## config.mk

```make
export PLATFORM = sky130hd
export DESIGN_NAME = binary_game_round_ctrl
export DESIGN_NICKNAME = d
export VERILOG_FILES = /design/src/rtl/binary_game_pkg.sv /design/src/rtl/binary_game_round_ctrl_timer.sv /design/src/rtl/binary_game_round_ctrl.sv
export SDC_FILE = /design/constraint.sdc
export NUM_CORES = 1
export LEC_CHECK = 0
export BUFFER_PORTS_ARGS = -buffer_cell sky130_fd_sc_hd__buf_2
export CORE_ASPECT_RATIO = 1.2
export CORE_UTILIZATION = 47
export DETAILED_ROUTE_END_ITERATION = 8
export PLACE_DENSITY = 0.75
export SLEW_MARGIN = 20
export SYNTH_ARGS = -nofsm -noshare
export SYNTH_HDL_FRONTEND = slang
export SYNTH_HIERARCHICAL = 1
export SYNTH_SLANG_ARGS = --single-unit
```

## constraint.sdc

```tcl
create_clock -name clk -period 2.5 [get_ports clk]
set_input_delay 0 -clock clk [delete_from_list [all_inputs] [get_ports clk]]
set_output_delay 0 -clock clk [all_outputs]
set_load 0.005 [all_outputs]
```

## src/rtl/binary_game_pkg.sv

```systemverilog
// Shared types, default widths and the saturating adder for the binary game round controller.
package binary_game_pkg;

  typedef enum logic [2:0] {
    IDLE  = 3'd0,
    DRAW  = 3'd1,
    WAIT  = 3'd2,
    JUDGE = 3'd3,
    DONE  = 3'd4
  } game_state_t;

  localparam int DEF_NUM_W   = 4;
  localparam int DEF_SCORE_W = 4;

  // Adds inc to score and clamps at max_val instead of wrapping.
  function automatic int unsigned sat_add(input int unsigned score,
                                          input int unsigned inc,
                                          input int unsigned max_val);
    int unsigned sum;
    sum = score + inc;
    return (sum > max_val) ? max_val : sum;
  endfunction

endpackage

```

## src/rtl/binary_game_round_ctrl_timer.sv

```systemverilog
// game_round_timer: per-round countdown. Load has priority over decrement; stops at zero.
module game_round_timer #(
  parameter int TIME_LIMIT = 1000,
  parameter int TW         = $clog2(TIME_LIMIT + 1)
) (
  input  logic          clk,
  input  logic          rst,
  input  logic          load,
  input  logic          dec,
  output logic [TW-1:0] count,
  output logic          zero
);

  // Down-counter: reload at round start, count down while the player thinks.
  always_ff @(posedge clk or posedge rst) begin
    if (rst)
      count <= '0;
    else if (load)
      count <= TW'(TIME_LIMIT);
    else if (dec && (count != '0))
      count <= count - 1'b1;
  end

  // Terminal-count flag.
  assign zero = (count == '0);

endmodule

```

## src/rtl/binary_game_round_ctrl.sv

```systemverilog
// binary_game_round_ctrl: round sequencer for the binary number game.
// Spins the generator, latches the target, times the player's guess, scores, repeats.
// Optional feature macro: GAME_STREAK_BONUS_EN (adds streak counter/port and streak bonus).
//
//   state | meaning
//   IDLE  | after reset, waiting for start
//   DRAW  | generator enabled for DRAW_CYCLES cycles
//   WAIT  | target shown, countdown running, waiting for submit
//   JUDGE | one cycle, result pulse out, score/round update
//   DONE  | game over, score held, waiting for start
module binary_game_round_ctrl
  import binary_game_pkg::*;
#(
  parameter int NUM_W       = DEF_NUM_W,
  parameter int ROUNDS      = 8,
  parameter int TIME_LIMIT  = 1000,
  parameter int DRAW_CYCLES = 3,
  parameter int SCORE_W     = DEF_SCORE_W,
  localparam int TW = $clog2(TIME_LIMIT + 1),
  localparam int RW = (ROUNDS > 1) ? $clog2(ROUNDS) : 1,
  localparam int DW = (DRAW_CYCLES > 1) ? $clog2(DRAW_CYCLES) : 1
) (
  input  logic               clk,
  input  logic               rst,
  input  logic               start,
  input  logic [NUM_W-1:0]   gen_result,
  input  logic [NUM_W-1:0]   guess,
  input  logic               submit,
  output logic               gen_enable,
  output logic [NUM_W-1:0]   target,
  output logic               target_valid,
  output logic [TW-1:0]      timer,
  output logic [RW-1:0]      round_idx,
  output logic [SCORE_W-1:0] score,
  output logic               result_ok,
  output logic               result_fail,
`ifdef GAME_STREAK_BONUS_EN
  output logic [1:0]         streak,
`endif
  output logic               game_over
);

  localparam int unsigned SCORE_MAX = (32'd1 << SCORE_W) - 32'd1;

  game_state_t   state, state_nxt;
  logic [DW-1:0] draw_cnt;
  logic          timer_load, timer_dec, timer_zero;
  logic          last_round, new_game;

  assign last_round = (round_idx == RW'(ROUNDS - 1));
  assign new_game   = ((state == IDLE) || (state == DONE)) && start;

  game_round_timer #(.TIME_LIMIT(TIME_LIMIT), .TW(TW)) u_timer (
    .clk   (clk),
    .rst   (rst),
    .load  (timer_load),
    .dec   (timer_dec),
    .count (timer),
    .zero  (timer_zero)
  );

  // State register.
  always_ff @(posedge clk or posedge rst) begin
    if (rst) state <= IDLE;
    else     state <= state_nxt;
  end

  // Next-state and timer control; submit takes priority over timeout in WAIT.
  always_comb begin
    state_nxt  = state;
    timer_load = 1'b0;
    timer_dec  = 1'b0;
    case (state)
      IDLE:  if (start) state_nxt = DRAW;
      DRAW:  if (draw_cnt == DW'(DRAW_CYCLES - 1)) begin
               state_nxt  = WAIT;
               timer_load = 1'b1;
             end
      WAIT:  if (submit || timer_zero) state_nxt = JUDGE;
             else                      timer_dec = 1'b1;
      JUDGE: state_nxt = last_round ? DONE : DRAW;
      DONE:  if (start) state_nxt = DRAW;
      default: state_nxt = IDLE;
    endcase
  end

  // Level outputs decoded straight from state so reset clears them without a clock.
  assign gen_enable   = (state == DRAW);
  assign target_valid = (state == WAIT);
  assign game_over    = (state == DONE);

  // Draw-length counter, idle at zero outside DRAW.
  always_ff @(posedge clk or posedge rst) begin
    if (rst)
      draw_cnt <= '0;
    else if ((state == DRAW) && (draw_cnt != DW'(DRAW_CYCLES - 1)))
      draw_cnt <= draw_cnt + 1'b1;
    else
      draw_cnt <= '0;
  end

  // Latch the generator value on the edge that leaves DRAW.
  always_ff @(posedge clk or posedge rst) begin
    if (rst)
      target <= '0;
    else if ((state == DRAW) && (state_nxt == WAIT))
      target <= gen_result;
  end

  // Judge the guess on the WAIT exit edge so the pulses are high exactly during JUDGE.
  always_ff @(posedge clk or posedge rst) begin
    if (rst) begin
      result_ok   <= 1'b0;
      result_fail <= 1'b0;
    end else begin
      result_ok   <= (state == WAIT) && submit && (guess == target);
      result_fail <= (state == WAIT) && (submit ? (guess != target) : timer_zero);
    end
  end

  // Score, round index and (optionally) streak bookkeeping.
  always_ff @(posedge clk or posedge rst) begin
    if (rst) begin
      score     <= '0;
      round_idx <= '0;
`ifdef GAME_STREAK_BONUS_EN
      streak    <= 2'd0;
`endif
    end else if (new_game) begin
      score     <= '0;
      round_idx <= '0;
`ifdef GAME_STREAK_BONUS_EN
      streak    <= 2'd0;
`endif
    end else if (state == JUDGE) begin
      if (!last_round)
        round_idx <= round_idx + 1'b1;
`ifdef GAME_STREAK_BONUS_EN
      if (result_ok) begin
        if (streak == 2'd2) begin
          score  <= SCORE_W'(sat_add(32'(score), 32'd2, SCORE_MAX));
          streak <= 2'd0;
        end else begin
          score  <= SCORE_W'(sat_add(32'(score), 32'd1, SCORE_MAX));
          streak <= streak + 2'd1;
        end
      end else begin
        streak <= 2'd0;
      end
`else
      if (result_ok)
        score <= SCORE_W'(sat_add(32'(score), 32'd1, SCORE_MAX));
`endif
    end
  end

endmodule

```

==> results_dict.tcl <==
set metrics [dict create \
    grt_pass1_wl_um 5550 \
    grt_start_max_net_pins 19 \
    synth.area.mux_share 0.0608 \
    dieArea_um2 3380 \
    powerDensity_nw_per_um2 852 \
    end_kind "register" \
    crit_type "register to register" \
    wl_per_cell_um 14.5 \
    fp-row-count 21 \
    synth-seq-cells 28 \
    cts_tree "yes" \
    cp.required_ns 2.72 \
    synthXorXnorAreaFrac 0.0473 \
    p_total_mw 1.64 \
    synth-compound-area-share 0.0996 \
    num-nets-final 210 \
    cap_violations 0 \
    worst_pin_slew_ns 0.693 \
    synth_top_family_by_area "simple AND/OR/NAND/NOR gates" \
    maxSlewViolCount 0 \
    clkTransAtPathRegs_ns 0.15 \
    clkSinkCount 28 \
    overflow 0 \
    leakage_nw 0.904 \
    io_pins 38 \
    fmax_ghz 0.412 \
    status "complete, no violations" \
    syn2layout_area_growth_pct 29.5 \
    fin_crit_ns 2.43 \
    gr-usage-all-layers 0.220 \
    placed_cell_area_um2 1760 \
    synth.avg_cell_area_um2 10.9 \
    post-route-drc-count 0 \
    setup_viol 0 \
    cp_max_fo 6 \
    hold_viol_final 0 \
    gp_congestion 0.842 \
    tns_ns 0 \
    synth_fp_nets 154 \
    drt_first_pass_iters 4 \
    detail-route-antenna-nets 0 \
    die_w_um 53.3 \
    grt_pass1_vias 1243 \
    min_path_type "primary input to register" \
    start_util 0.513 \
    vdd_drop_max_mv 0.625 \
    antenna_found_initial 0 \
    rsz0062_at_grt "true" \
    synth-seq-area-share 0.473 \
    cts-root-buf "clkbuf_4" \
    synthCells 136 \
    yosysUniqueCellTypes 42 \
    cts_inserted_buffers 3 \
    h-tree-depth 1 \
    fin_skew_ns 0.00482 \
    synthFlopType "dfrtp_1" \
    synthSimpleGateAreaFrac 0.229 \
    synthArstFlopShare 1.00 \
    synth_fa_ha_area_frac 0.0506 \
    drt_iter0_markers 19 \
    diodes 0 \
    routed-via-count 1227 \
    die-height_um 63.5 \
    synth_edf_count 0 \
    dp_hpwl_um 2300 \
    final_cell_area_um2 1920 \
    port_buffers 37 \
    drive_gt1_frac 0.340 \
    wl_um 3270 \
    fillers 238 \
    vias_per_cell 5.45 \
    cts_buffer_depth 2 \
    clk_latency_ns 0.33 \
    cp.arrival_ns 2.65 \
    synth_area_um2 1480 \
    yosys_warnings 6 \
    core-area_um2 2890 \
    fin_crit_sh 0.971 \
    slew-limit-headroom 0.538 \
    startpoint_type "register" \
]
-- final timing paths --
path / startpoint / endpoint / slack [ns] / cells past startpoint
hold reg to reg: draw_cnt[0] / draw_cnt[0] / 0.44 / 1
setup reg to reg: u_timer/count[0] / u_timer/count[5] / 0.07 / 9
min in group asynchronous: rst / u_timer/count[2] / 0.19 / 3
setup / recovery: u_timer/count[0] / u_timer/count[5] / 0.07 / 9
hold / removal: guess[1] / result_fail / 0.05 / 4
max in group asynchronous: rst / score[0] / 1.77 / 3
-- layer usage --
layer  track usage  vias up  wire length, um
met1         0.269      596             1390
met3        0.0217        4               97
met5             0        -                0
met2         0.391       28             1740
li1              -      599                -
met4        0.0691        0               38
-- Yosys cell counts, types with 2 or more instances --
| cell type | n | area share |
|---|---|---|
| xnor2_1 | 8 | 0.047 |
| a31oi_1 | 4 | 0.017 |
| nor3b_1 | 5 | 0.025 |
| a211oi_1 | 2 | 0.010 |
| nand2_1 | 4 | 0.010 |
| dfrtp_1 | 28 | 0.47 |
| and4b_1 | 2 | 0.014 |
| mux2_4 | 4 | 0.041 |
| inv_1 | 10 | 0.025 |
| nand2b_1 | 2 | 0.0084 |
| or3_1 | 2 | 0.0084 |
| nor4_1 | 2 | 0.0084 |
| mux2i_1 | 3 | 0.020 |
| nor2_1 | 16 | 0.041 |
| nor3_1 | 3 | 0.010 |
| a21oi_1 | 5 | 0.017 |
| ha_1 | 6 | 0.051 |
| nand3_1 | 5 | 0.017 |
| o21ai_0 | 2 | 0.0068 |
-- metrics by stage --
| stage | worst slack [ns] | hold slack, ns | std cells | util |
|---|---|---|---|---|
| floorplan | 0.0202 | -0.160 | 136 | - |
| global placement | 0.0989 | 0.00823 | 210 | 0.608 |
| detailed placement | -0.0235 | 0.0145 | 210 | 0.608 |
| CTS | 0.0154 | 0.0147 | 224 | 0.660 |
| global route | -0.0151 | 0.0537 | 225 | 0.665 |
| finish | 0.0731 | 0.0455 | 225 | 0.665 |
-- state kept, by name, summed over array words and instances (netlist names) --
| signal | flops |
|---|---|
| target | 4 |
| state | 3 |
| draw_cnt | 2 |
| u_timer/count | 10 |
| result_ok | 1 |
| round_idx | 3 |
| result_fail | 1 |
| score | 4 |
-- where the power goes --
| group | switching [mW] | internal (mW) |
|---|---|---|
| Combinational | 0.283 | 0.354 |
| Clock | 0.135 | 0.162 |
| Sequential | 0.135 | 0.567 |
-- worst max-delay path: stages (launching register included) --
cell and delay, ns:
dfrtp_1 0.37, inv_1 0.05, ha_2 0.18, nor3b_4 0.16
and3_4 0.18, nor3_4 0.18, or4b_4 0.49, nand2b_4 0.18
o31a_1 0.23, or3_1 0.30
-- layout by cell type, fill, tap and decap left out, types with 2 or more instances in the layout --
| cell | instances |
|---|---|
| a211oi_1 | 2 |
| a21oi_1 | 5 |
| a31oi_1 | 4 |
| and4b_1 | 2 |
| buf_2 | 37 |
| buf_4 | 8 |
| clkbuf_4 | 3 |
| dfrtp_1 | 28 |
| dlygate4sd3_1 | 9 |
| ha_1 | 5 |
| inv_1 | 10 |
| mux2_4 | 4 |
| mux2i_1 | 3 |
| nand2_1 | 4 |
| nand2b_1 | 2 |
| nand3_1 | 5 |
| nor2_1 | 16 |
| nor3_1 | 2 |
| nor3b_1 | 4 |
| nor4_1 | 2 |
| o21ai_0 | 2 |
| or3_1 | 2 |
| xnor2_1 | 8 |
-- timing repair --
action,CTS,global route
endpoints found under the setup margin,1,3
buffers inserted,1,1
pin swaps,1,2
hold buffers,9,0
hold endpoints to repair,34,0
gates resized for setup,0,1
-- cell families after synthesis --
logic type,after synthesis
AND/OR/NAND/NOR,53
flip-flops,28
AO/OA/AOI/OAI,21
buffers and inverters,13
XOR/XNOR,8
multiplexers,7
adder cells (fa/ha/maj),6
-- cell type report --
class,instances,area (um^2),area share
Clock buffer,3,22.5,0.0117
Clock inverter,1,30.0,0.0156
Inverter,10,37.5,0.0195
Multi-Input combinational cell,95,752,0.392
Sequential cell,28,701,0.365
Tap cell,34,42.5,0.0221
Timing Repair Buffer,54,335,0.175
(Power assumes the default switching activity.)
